### src/rtl/piece_dropper.sv
// rtl/piece_dropper.sv - active-piece spawn, gravity, side moves, collision and board merge; define LINE_CLEAR_EN to add full-row clearing
module piece_dropper #(
  parameter int ROW_W = 12,
  parameter int ROWS  = 12
) (
  input  logic         clk,
  input  logic         resetn,
  input  logic         start,
  input  logic         tick,
  input  logic         move_left,
  input  logic         move_right,
  input  logic [144:0] newShape,
  output logic         refresh,
  output logic [144:0] piece,
  output logic [144:0] board,
  output logic         game_over,
  output logic [7:0]   lines
);

  localparam int W     = 145;
  localparam int CELLS = ROW_W * ROWS;

  // kind 0: every playable cell, 1: column 0, 2: last column, 3: bottom row
  function automatic logic [W-1:0] make_mask(input int kind);
    logic [W-1:0] m;
    m = '0;
    for (int i = 0; i < CELLS; i++) begin
      case (kind)
        0:       m[i] = 1'b1;
        1:       m[i] = ((i % ROW_W) == 0);
        2:       m[i] = ((i % ROW_W) == ROW_W - 1);
        default: m[i] = (i >= (ROWS - 1) * ROW_W);
      endcase
    end
    return m;
  endfunction

  localparam logic [W-1:0] CELL_M   = make_mask(0);
  localparam logic [W-1:0] LEFT_M   = make_mask(1);
  localparam logic [W-1:0] RIGHT_M  = make_mask(2);
  localparam logic [W-1:0] BOTTOM_M = make_mask(3);

  typedef enum logic [2:0] {
    IDLE, REQ, LOAD, FALL, LOCK, OVER
`ifdef LINE_CLEAR_EN
    , CLEAR
`endif
  } state_t;

  state_t         state, state_n;
  logic [W-1:0]   piece_n, board_n;
  logic           over_n;
  logic [W-1:0]   cand, down, to_left, to_right;

`ifdef LINE_CLEAR_EN
  localparam int RW = $clog2(ROWS);
  logic [RW-1:0]  row_q, row_n;
  logic [7:0]     lines_n;
  logic [W-1:0]   collapsed;
  logic           row_full;
`else
  assign lines = 8'd0;
`endif

  // next-state and next-value logic for the piece, board and game status
  always_comb begin
    state_n  = state;
    piece_n  = piece;
    board_n  = board;
    over_n   = game_over;
    cand     = newShape & CELL_M;
    down     = (piece << ROW_W) & CELL_M;
    to_left  = (piece >> 1) & CELL_M;
    to_right = (piece << 1) & CELL_M;
`ifdef LINE_CLEAR_EN
    lines_n  = lines;
    row_n    = row_q;
    row_full = &board[row_q*ROW_W +: ROW_W];
    // rows above the scanned row slide down one; row 0 always empties
    collapsed = board;
    collapsed[ROW_W-1:0] = '0;
    for (int i = 1; i < ROWS; i++) begin
      if (i <= int'(row_q)) collapsed[i*ROW_W +: ROW_W] = board[(i-1)*ROW_W +: ROW_W];
    end
`endif
    case (state)
      IDLE: begin
        if (start) begin
          board_n = '0;
          piece_n = '0;
          over_n  = 1'b0;
`ifdef LINE_CLEAR_EN
          lines_n = 8'd0;
`endif
          state_n = REQ;
        end
      end
      REQ: state_n = LOAD;
      LOAD: begin
        if (|(cand & board)) begin
          over_n  = 1'b1;
          state_n = OVER;
        end else begin
          piece_n = cand;
          state_n = FALL;
        end
      end
      FALL: begin
        // gravity wins over a same-cycle side move; edge checks run before shifting so rows never wrap
        if (tick) begin
          if ((|(piece & BOTTOM_M)) || (|(down & board))) state_n = LOCK;
          else piece_n = down;
        end else if (move_left && !move_right) begin
          if (!(|(piece & LEFT_M)) && !(|(to_left & board))) piece_n = to_left;
        end else if (move_right && !move_left) begin
          if (!(|(piece & RIGHT_M)) && !(|(to_right & board))) piece_n = to_right;
        end
      end
      LOCK: begin
        board_n = board | piece;
        piece_n = '0;
`ifdef LINE_CLEAR_EN
        row_n   = RW'(ROWS - 1);
        state_n = CLEAR;
`else
        state_n = REQ;
`endif
      end
`ifdef LINE_CLEAR_EN
      CLEAR: begin
        // a full row is removed and the same index rescanned, since a new row has dropped into it
        if (row_full) begin
          board_n = collapsed;
          lines_n = (lines == 8'hFF) ? lines : lines + 8'd1;
        end else if (row_q == '0) begin
          state_n = REQ;
        end else begin
          row_n = row_q - RW'(1);
        end
      end
`endif
      OVER: begin
        if (start) begin
          over_n  = 1'b0;
          board_n = '0;
`ifdef LINE_CLEAR_EN
          lines_n = 8'd0;
`endif
          state_n = REQ;
        end
      end
      default: state_n = IDLE;
    endcase
  end

  // state and datapath registers; refresh is high for the single cycle spent in REQ
  always_ff @(posedge clk) begin
    if (!resetn) begin
      state     <= IDLE;
      piece     <= '0;
      board     <= '0;
      game_over <= 1'b0;
      refresh   <= 1'b0;
    end else begin
      state     <= state_n;
      piece     <= piece_n;
      board     <= board_n;
      game_over <= over_n;
      refresh   <= (state_n == REQ);
    end
  end

`ifdef LINE_CLEAR_EN
  // row scan pointer and cleared-line counter
  always_ff @(posedge clk) begin
    if (!resetn) begin
      row_q <= '0;
      lines <= 8'd0;
    end else begin
      row_q <= row_n;
      lines <= lines_n;
    end
  end
`endif

endmodule
### config.mk
export PLATFORM = sky130hd
export DESIGN_NAME = piece_dropper
export DESIGN_NICKNAME = d
export VERILOG_FILES = /design/src/rtl/piece_dropper.sv
export SDC_FILE = /design/constraint.sdc
export NUM_CORES = 1
export LEC_CHECK = 0
export BUFFER_PORTS_ARGS = -buffer_cell sky130_fd_sc_hd__buf_2
export CAP_MARGIN = 10
export CORE_ASPECT_RATIO = 2
export CORE_MARGIN = 1.5
export CORE_UTILIZATION = 40
export CTS_CLUSTER_SIZE = 14
export DETAILED_ROUTE_END_ITERATION = 10
export HOLD_SLACK_MARGIN = 0.12
export PLACE_DENSITY_LB_ADDON = 0.12
export REMOVE_ABC_BUFFERS = 1
export SETUP_SLACK_MARGIN = 0.05
export SYNTH_ARGS = -nofsm -noshare
export SYNTH_HDL_FRONTEND = slang
export SYNTH_SLANG_ARGS = --single-unit
### constraint.sdc
create_clock -name clk -period 5.2 [get_ports clk]
set_input_delay 1.3 -clock clk [delete_from_list [all_inputs] [get_ports clk]]
set_output_delay 1.3 -clock clk [all_outputs]
set_load 0.005 [all_outputs]
==> impl_metrics.ini, run 1 <==
[run_status]
status = stopped before the end
stop_stage = global routing
error_message = [ERROR GRT-0116] Global routing finished with congestion. Check the congestion regions in the DRC Viewer.

[synthesis]
synth_flop_cell = dfxtp_1
ys_ff_latch = 293
synth.yosys.seq_area_share_pct = 34.9
synthCells = 2124
synth-async-reset-ratio_pct = 0
syn_area_per_cell_sq_um = 7.91
synth_cell_type_count = 40
synth.top_cell.area_share_pct = 34.9
yosysWarnings = 0
synth_top_area_cell = dfxtp_1
synth.top_cells.by_area = dfxtp_1 (35%), a22oi_1 (10%), a21oi_1 (8.9%), mux2i_1 (7.4%), a211oi_1 (6.4%)
synth_area_sq_um = 16800
synth_edf_count = 0

[global_routing]
grt_pass1_vias = 23100
grt_overflow = 16
grt_use_total_pct = 65.3
grt_pass1_wl_um = 197000
grt_max_degree = 145

[die]
rows = 106
die_y_um = 293
ios = 451
initial_core_util_pct = 40.4
die_w_um = 148

[place]
gp_congestion = 1.18
post-dp-hpwl_um = 98700
dp.cells = 2946
io_buffers = 439

[cts]
cts.sinks = 293
postCtsSetupBuffers = 0
cts_resized = 0
ctsRootBufferMaster = clkbuf_16
numCtsBuffers = 28
cts.path.max_buffers = 3
htree_levels = 1
ctsHoldBuffers = 0
==> through the flow <==
stage | utilization [%] | setup WS, ns | TNS (ns) | hold WS [ns] | area [sq um]
after floorplan | - | -11.34 | -1888.40 | 0.442 | 15600
after global placement | 47.5 | 0.488 | 0 | 0.438 | 19800
after detailed placement | 47.5 | 0.414 | 0 | 0.442 | 19800
after CTS | 49.8 | 0.831 | 0 | 0.452 | 20700
==> cells in the mapped netlist, types with 5 or more instances <==
library cell / number
a21oi_1: 300
dfxtp_1: 293
clkbuf_1: 239
a22oi_1: 227
nor2_1: 160
a211oi_1: 144
nand2_1: 135
o21ai_0: 127
mux2i_1: 125
a221oi_1: 93
a22o_1: 87
nand4_1: 41
buf_1: 32
buf_2: 19
buf_4: 15
a222oi_1: 14
nand3_1: 14
nor4_1: 12
clkbuf_2: 8
nor3_1: 8
or4_1: 6
inv_1: 5
==> metal layers <==
metal / track usage (%) / GRT overflow
met2: 90.3 / 11
met5: 4.42 / 0
met3: 34.8 / 0
met4: 65.0 / 5
met1: 68.2 / 0
==> kinds of logic after synthesis <==
| logic type | synth area share, % |
|---|---|
| flip-flops | 34.9 |
| AO/OA/AOI/OAI | 40.1 |
| other | 0.0223 |
| XOR/XNOR | 0.0521 |
| buffers and inverters | 7.64 |
| multiplexers | 7.44 |
| AND/OR/NAND/NOR | 9.81 |
==> run 2: changes to the inputs <==
==> config.mk (replaced) <==
export PLATFORM = sky130hd
export DESIGN_NAME = piece_dropper
export DESIGN_NICKNAME = d
export VERILOG_FILES = /design/src/rtl/piece_dropper.sv
export SDC_FILE = /design/constraint.sdc
export NUM_CORES = 1
export LEC_CHECK = 0
export BUFFER_PORTS_ARGS = -buffer_cell sky130_fd_sc_hd__buf_2
export CAP_MARGIN = 10
export CORE_MARGIN = 1.5
export CORE_UTILIZATION = 25
export DETAILED_ROUTE_END_ITERATION = 10
export PLACE_DENSITY_LB_ADDON = 0.15
export REMOVE_ABC_BUFFERS = 1
export SYNTH_ARGS = -nofsm -noshare
export SYNTH_HDL_FRONTEND = slang
export SYNTH_SLANG_ARGS = --single-unit
==> run 2 against run 1 <==
The run now ends clean. Synthesized cell count did not move. Area after synthesis did not move.
==> impl_metrics.ini, run 2 <==
[drt]
vias = 22500
drc = 0
drt-initial-drc-count = 3427
drt-wirelength-per-cell_um = 44.7
firstDrtPassIters = 9
wl_um = 152000
ant_nets = 0
avgViaCountPerCell = 6.59

[sta]
final-setup-viol-count = 0
min_period_ns = 4.68
min_period_over_period_pct = 90.1
setup_tns_ns = 0
drv_slew = 0
max_freq_mhz = 213
hold_viol_final = 0
rsz0062_at_grt = false
skew_ns = 0.0232
slew_headroom_pct = 15.4
worst_pin_slew_ns = 1.26

[global_routing]
grt_use_total_pct = 42.4
grt_max_degree = 187
grt_pass1_vias = 20500
grt_pass1_wl_um = 200000
grt_overflow = 0
antenna_found_initial = 11

[die]
ios = 451
die_y_um = 262
initial_core_util_pct = 25.4
die_w_um = 262
die_area_sq_um = 68800
rows = 94
fp.coreArea_sq_um = 66100

[power_and_ir_drop]
peakVddDrop_mv = 0.249
powerDensity_nw_per_um2 = 501
power.total_mw = 11.0
leakagePower_nw = 8.66

[synthesis]
synth-async-reset-ratio_pct = 0
yosysWarnings = 0
synth_flop_cell = dfxtp_1
ys_top_cells_by_count = a21oi_1 (300), dfxtp_1 (293), clkbuf_1 (239)
synth_cell_type_count = 40
synth_edf_count = 0
yosysMostFrequentCell = a21oi_1
synth.top_cells.by_area = dfxtp_1 (35%), a22oi_1 (10%), a21oi_1 (8.9%), mux2i_1 (7.4%), a211oi_1 (6.4%)
synth_area_sq_um = 16800
synthCells = 2124
synth.yosys.seq_area_share_pct = 34.9
synth.top_cell.area_share_pct = 34.9
synth_top_area_cell = dfxtp_1
ys_ff_latch = 293
syn_area_per_cell_sq_um = 7.91

[cells_and_area]
final_cell_mix = buf_2 (438), a21oi_1 (299), dfxtp_1 (293), a22oi_1 (227), buf_4 (191)
final_layout_size_suffix_gt1_share_pct = 28.4
mostFrequentLayoutCell = buf_2
area_growth_pct = 30.9
fin_nets = 2658
top_regs = board: 144 flops, piece: 144 flops, state: 3 flops

[run_status]
status = completed

[cts]
clk_pin_slew_ns = 0.07
ctsRootBufferMaster = clkbuf_16
cts.path.max_buffers = 3
postCtsSetupBuffers = 0
htree_levels = 2
cts.sinks = 293
cts_resized = 0
numCtsBuffers = 39
clk_latency_ns = 0.58
cts_tree = yes
ctsHoldBuffers = 0

[setup_path]
endpoint_kind = flop
setup.worst_path.start_class = flop
required_ns = 5.67
crit_fanout = 30
arrival_ns = 5.16
criticalPathCategory = reg2reg

[job]
maxCapViolCount = 0

[place]
post-dp-hpwl_um = 113000
io_buffers = 439
gp_congestion = 1.04

[worst_hold_path]
hold_path_class = reg2reg
## run 2: cell counts after synthesis
No cell type changed its count.
## run 2: worst paths after layout
path	cells past startpoint	from	slack [ns]	to
max	11	piece[67]$_SDFFE_PN0P_	0.52	piece[64]$_SDFFE_PN0P_
min reg2reg	2	game_over$_SDFFE_PN0P_	0.45	game_over$_SDFFE_PN0P_
max reg2reg	11	piece[67]$_SDFFE_PN0P_	0.52	piece[64]$_SDFFE_PN0P_
min	2	game_over$_SDFFE_PN0P_	0.45	game_over$_SDFFE_PN0P_
## run 2: cell type report
type | instances | area (sq um)
Fill cell | 7084 | 44100
Multi-Input combinational cell | 1522 | 9750
Sequential cell | 293 | 5870
Timing Repair Buffer | 646 | 3960
Clock buffer | 57 | 1190
Tap cell | 864 | 1080
Clock inverter | 13 | 121
Inverter | 5 | 21.3
Antenna cell | 7 | 17.5
## run 2: where the power goes
group | internal, mW | switching, mW | leakage (nW)
Sequential | 2.61 | 1.25 | 2.39
Clock | 1.68 | 1.17 | 0.652
Combinational | 1.51 | 2.80 | 5.61
## run 2: critical path, stage by stage, from the launching register on
cell and delay [ns]:
dfxtp_1 0.58, a22o_1 0.35, a221oi_1 0.77, nand4_1 0.45
or4_1 0.63, o41ai_1 0.42, buf_4 0.23, o21a_4 0.27
buf_4 0.26, buf_12 0.21, a21oi_1 0.09, a211oi_1 0.28
## run 2: through the flow
| stage | setup WS [ns] | std cells | hold slack, ns | utilization (%) | instance area, sq um |
|---|---|---|---|---|---|
| after global placement | 0.371 | 3330 | 0.447 | 31.3 | 20700 |
| after detailed placement | 0.367 | 3330 | 0.447 | 31.3 | 20700 |
| final | 0.516 | 3407 | 0.452 | 33.3 | 22000 |
| after CTS | 0.773 | 3400 | 0.456 | 33.3 | 22000 |
| after floorplan | -11.34 | 1820 | 0.442 | - | 15600 |
| after global routing | 0.552 | 3403 | 0.492 | 33.3 | 22000 |
## run 2: routing by layer
| metal | wire length (um) | up-vias | global-route usage [%] |
|---|---|---|---|
| li1 | - | 8895 | - |
| met1 | 64200 | 11500 | 57.8 |
| met2 | 65300 | 1773 | 64.2 |
| met3 | 14700 | 307 | 8.38 |
| met4 | 7950 | 8 | 19.9 |
| met5 | 52 | - | 0 |
## run 2: cells by family (layout without fill, tap and decap cells)
group,Yosys count,in the layout,share of synthesized area (%)
compound gates,1002,1002,40.1
simple gates,384,384,9.81
buf+inv,318,721,7.64
flops,293,293,34.9
mux,125,125,7.44
other cells,1,17,0.0223
xor+xnor,1,1,0.0521
Power figures use the tool's default switching activity.
==> run 3: changes to the inputs <==
--- a/config.mk
+++ b/config.mk
@@ -5,7 +5,7 @@
 export SDC_FILE = /design/constraint.sdc
 export NUM_CORES = 1
 export LEC_CHECK = 0
-export BUFFER_PORTS_ARGS = -buffer_cell sky130_fd_sc_hd__buf_2
+export BUFFER_PORTS_ARGS = -buffer_cell sky130_fd_sc_hd__clkbuf_2
 export CAP_MARGIN = 10
 export CORE_MARGIN = 1.5
 export CORE_UTILIZATION = 25
==> constraint.sdc (replaced) <==
create_clock -name clk -period 6 [get_ports clk]
set_input_delay 1.5 -clock clk [delete_from_list [all_inputs] [get_ports clk]]
set_output_delay 1.5 -clock clk [all_outputs]
set_load 0.005 [all_outputs]
==> run 3 against run 2 <==
Combinational power decreased by 12%. Sequential share of layout area increased by 0.30 points. Highest routed layer unchanged. Largest power group unchanged. Die area unchanged. Sequential cell count unchanged. Total power decreased by 14%. Critical path type unchanged. Hold slack improved by 0.0091 ns.
==> impl_metrics.ini, run 3 (same netlist as run 2, synthesis figures left out) <==
[sta]
min_period_over_period_pct = 82.1
drv_slew = 0
worst_pin_slew_ns = 1.07
min_period_ns = 4.93
slew_headroom_pct = 27.8
hold_slack_ns = 0.461
rsz0062_at_grt = false
max_freq_mhz = 203
final-setup-viol-count = 0
skew_ns = 0.0258
hold_viol_final = 0
fin_ws_ns = 1.07

[die]
rows = 94
die_w_um = 262
die_y_um = 262
fp.coreArea_sq_um = 66100
die_area_sq_um = 68800
initial_core_util_pct = 25.4
ios = 451

[worst_hold_path]
hold_path_class = reg2reg

[power_and_ir_drop]
peakVddDrop_mv = 0.292
powerDensity_nw_per_um2 = 436
leakagePower_nw = 8.30

[setup_path]
arrival_ns = 5.40
endpoint_kind = flop
setup.worst_path.start_class = flop
required_ns = 6.47
criticalPathCategory = reg2reg
crit_fanout = 68

[cts]
numCtsBuffers = 39
ctsHoldBuffers = 0
ctsRootBufferMaster = clkbuf_16
htree_levels = 2
clk_pin_slew_ns = 0.08
cts_resized = 0
clk_latency_ns = 0.59
cts.path.max_buffers = 3
cts_tree = yes
cts.sinks = 293
postCtsSetupBuffers = 0

[place]
placed_area_sq_um = 20400
gp_congestion = 0.992
io_buffers = 439
dp_slack_ns = 0.896
post-dp-hpwl_um = 111000
dp.cells = 3293

[cells_and_area]
mostFrequentLayoutCell = clkbuf_2
final_cell_mix = clkbuf_2 (438), a21oi_1 (299), dfxtp_1 (293), a22oi_1 (227), nor2_1 (160)
finalNonFillerCells = 3368
fillers = 7171
fin_nets = 2621
area_growth_pct = 29.5
top_regs = board: 144 flops, piece: 144 flops, state: 3 flops
final_area_sq_um = 21800
final_layout_size_suffix_gt1_share_pct = 27.2

[drt]
avgViaCountPerCell = 6.59
drt-wirelength-per-cell_um = 45.2
drc = 0
firstDrtPassIters = 9
vias = 22200
wl_met1_um = 64000
wl_um = 152000
ant_nets = 0
top_layer_used = met5
met2WireLength_um = 65200
drt-initial-drc-count = 3450
wl_met3_um = 15100

[global_routing]
grt_overflow = 0
grt_use_total_pct = 42.4
antenna_found_initial = 8
grt_max_degree = 146
grt_pass1_vias = 20300
grt_pass1_wl_um = 199000

[job]
maxCapViolCount = 0

[run_status]
status = completed
## run 3: changes by cell type in the layout (fill, tap and decap cells not counted), moves of 3 or more
| cell | previous run | this run |
|---|---|---|
| buf_2 | 438 | 0 |
| clkbuf_2 | 0 | 438 |
| buf_4 | 191 | 152 |
| clkbuf_1 | 6 | 11 |
| diode_2 | 7 | 4 |
## run 3: worst paths after layout
kind	from	depth (start not counted)	end	slack (ns)
max	board[94]$_SDFFE_PN0P_	9	piece[20]$_SDFFE_PN0P_	1.07
min	game_over$_SDFFE_PN0P_	2	game_over$_SDFFE_PN0P_	0.46
min reg2reg	game_over$_SDFFE_PN0P_	2	game_over$_SDFFE_PN0P_	0.46
max reg2reg	board[94]$_SDFFE_PN0P_	9	piece[20]$_SDFFE_PN0P_	1.07
## run 3: cell type report
cell class	instances	area [sq um]	area share [%]
multi-input cells	1522	9760	44.9
diodes	4	10.0	0.0460
well taps	864	1080	4.97
inverters	5	21.3	0.0978
flip-flops and latches	293	5870	27.0
clock inverters	11	133	0.610
clock buffers	60	1180	5.41
repair buffers	609	3710	17.0
## run 3: worst max-delay path: stages, from the launching register on
cell and delay [ns]:
dfxtp_1 0.48, a222oi_1 1.01, nand3_1 0.11, or4_1 0.59, nor4_1 0.52, nand4_1 0.33
a2111oi_4 0.83, buf_12 0.41, a21oi_1 0.11, a211oi_1 0.36
## run 3: routing by layer
| metal | track usage, % | vias up |
|---|---|---|
| met2 | 63.9 | 1736 |
| met3 | 9.65 | 342 |
| li1 | - | 8819 |
| met5 | 0 | - |
| met4 | 18.8 | 6 |
| met1 | 57.5 | 11300 |
## run 3: through the flow
step / power [mW] / utilization [%] / TNS [ns]
2_1_floorplan: 4.19 / - / -1713.20
3_3_place_gp: 6.83 / 30.9 / 0
3_5_place_dp: 6.84 / 30.9 / 0
4_1_cts: 9.32 / 32.9 / 0
5_1_grt: 9.64 / 32.9 / 0
6_report: 9.49 / 32.9 / 0
## run 3: where the power goes
group	internal [mW]	switching [mW]
clock network	1.48	1.01
logic	1.24	2.53
registers	2.27	0.962
total	4.99	4.50
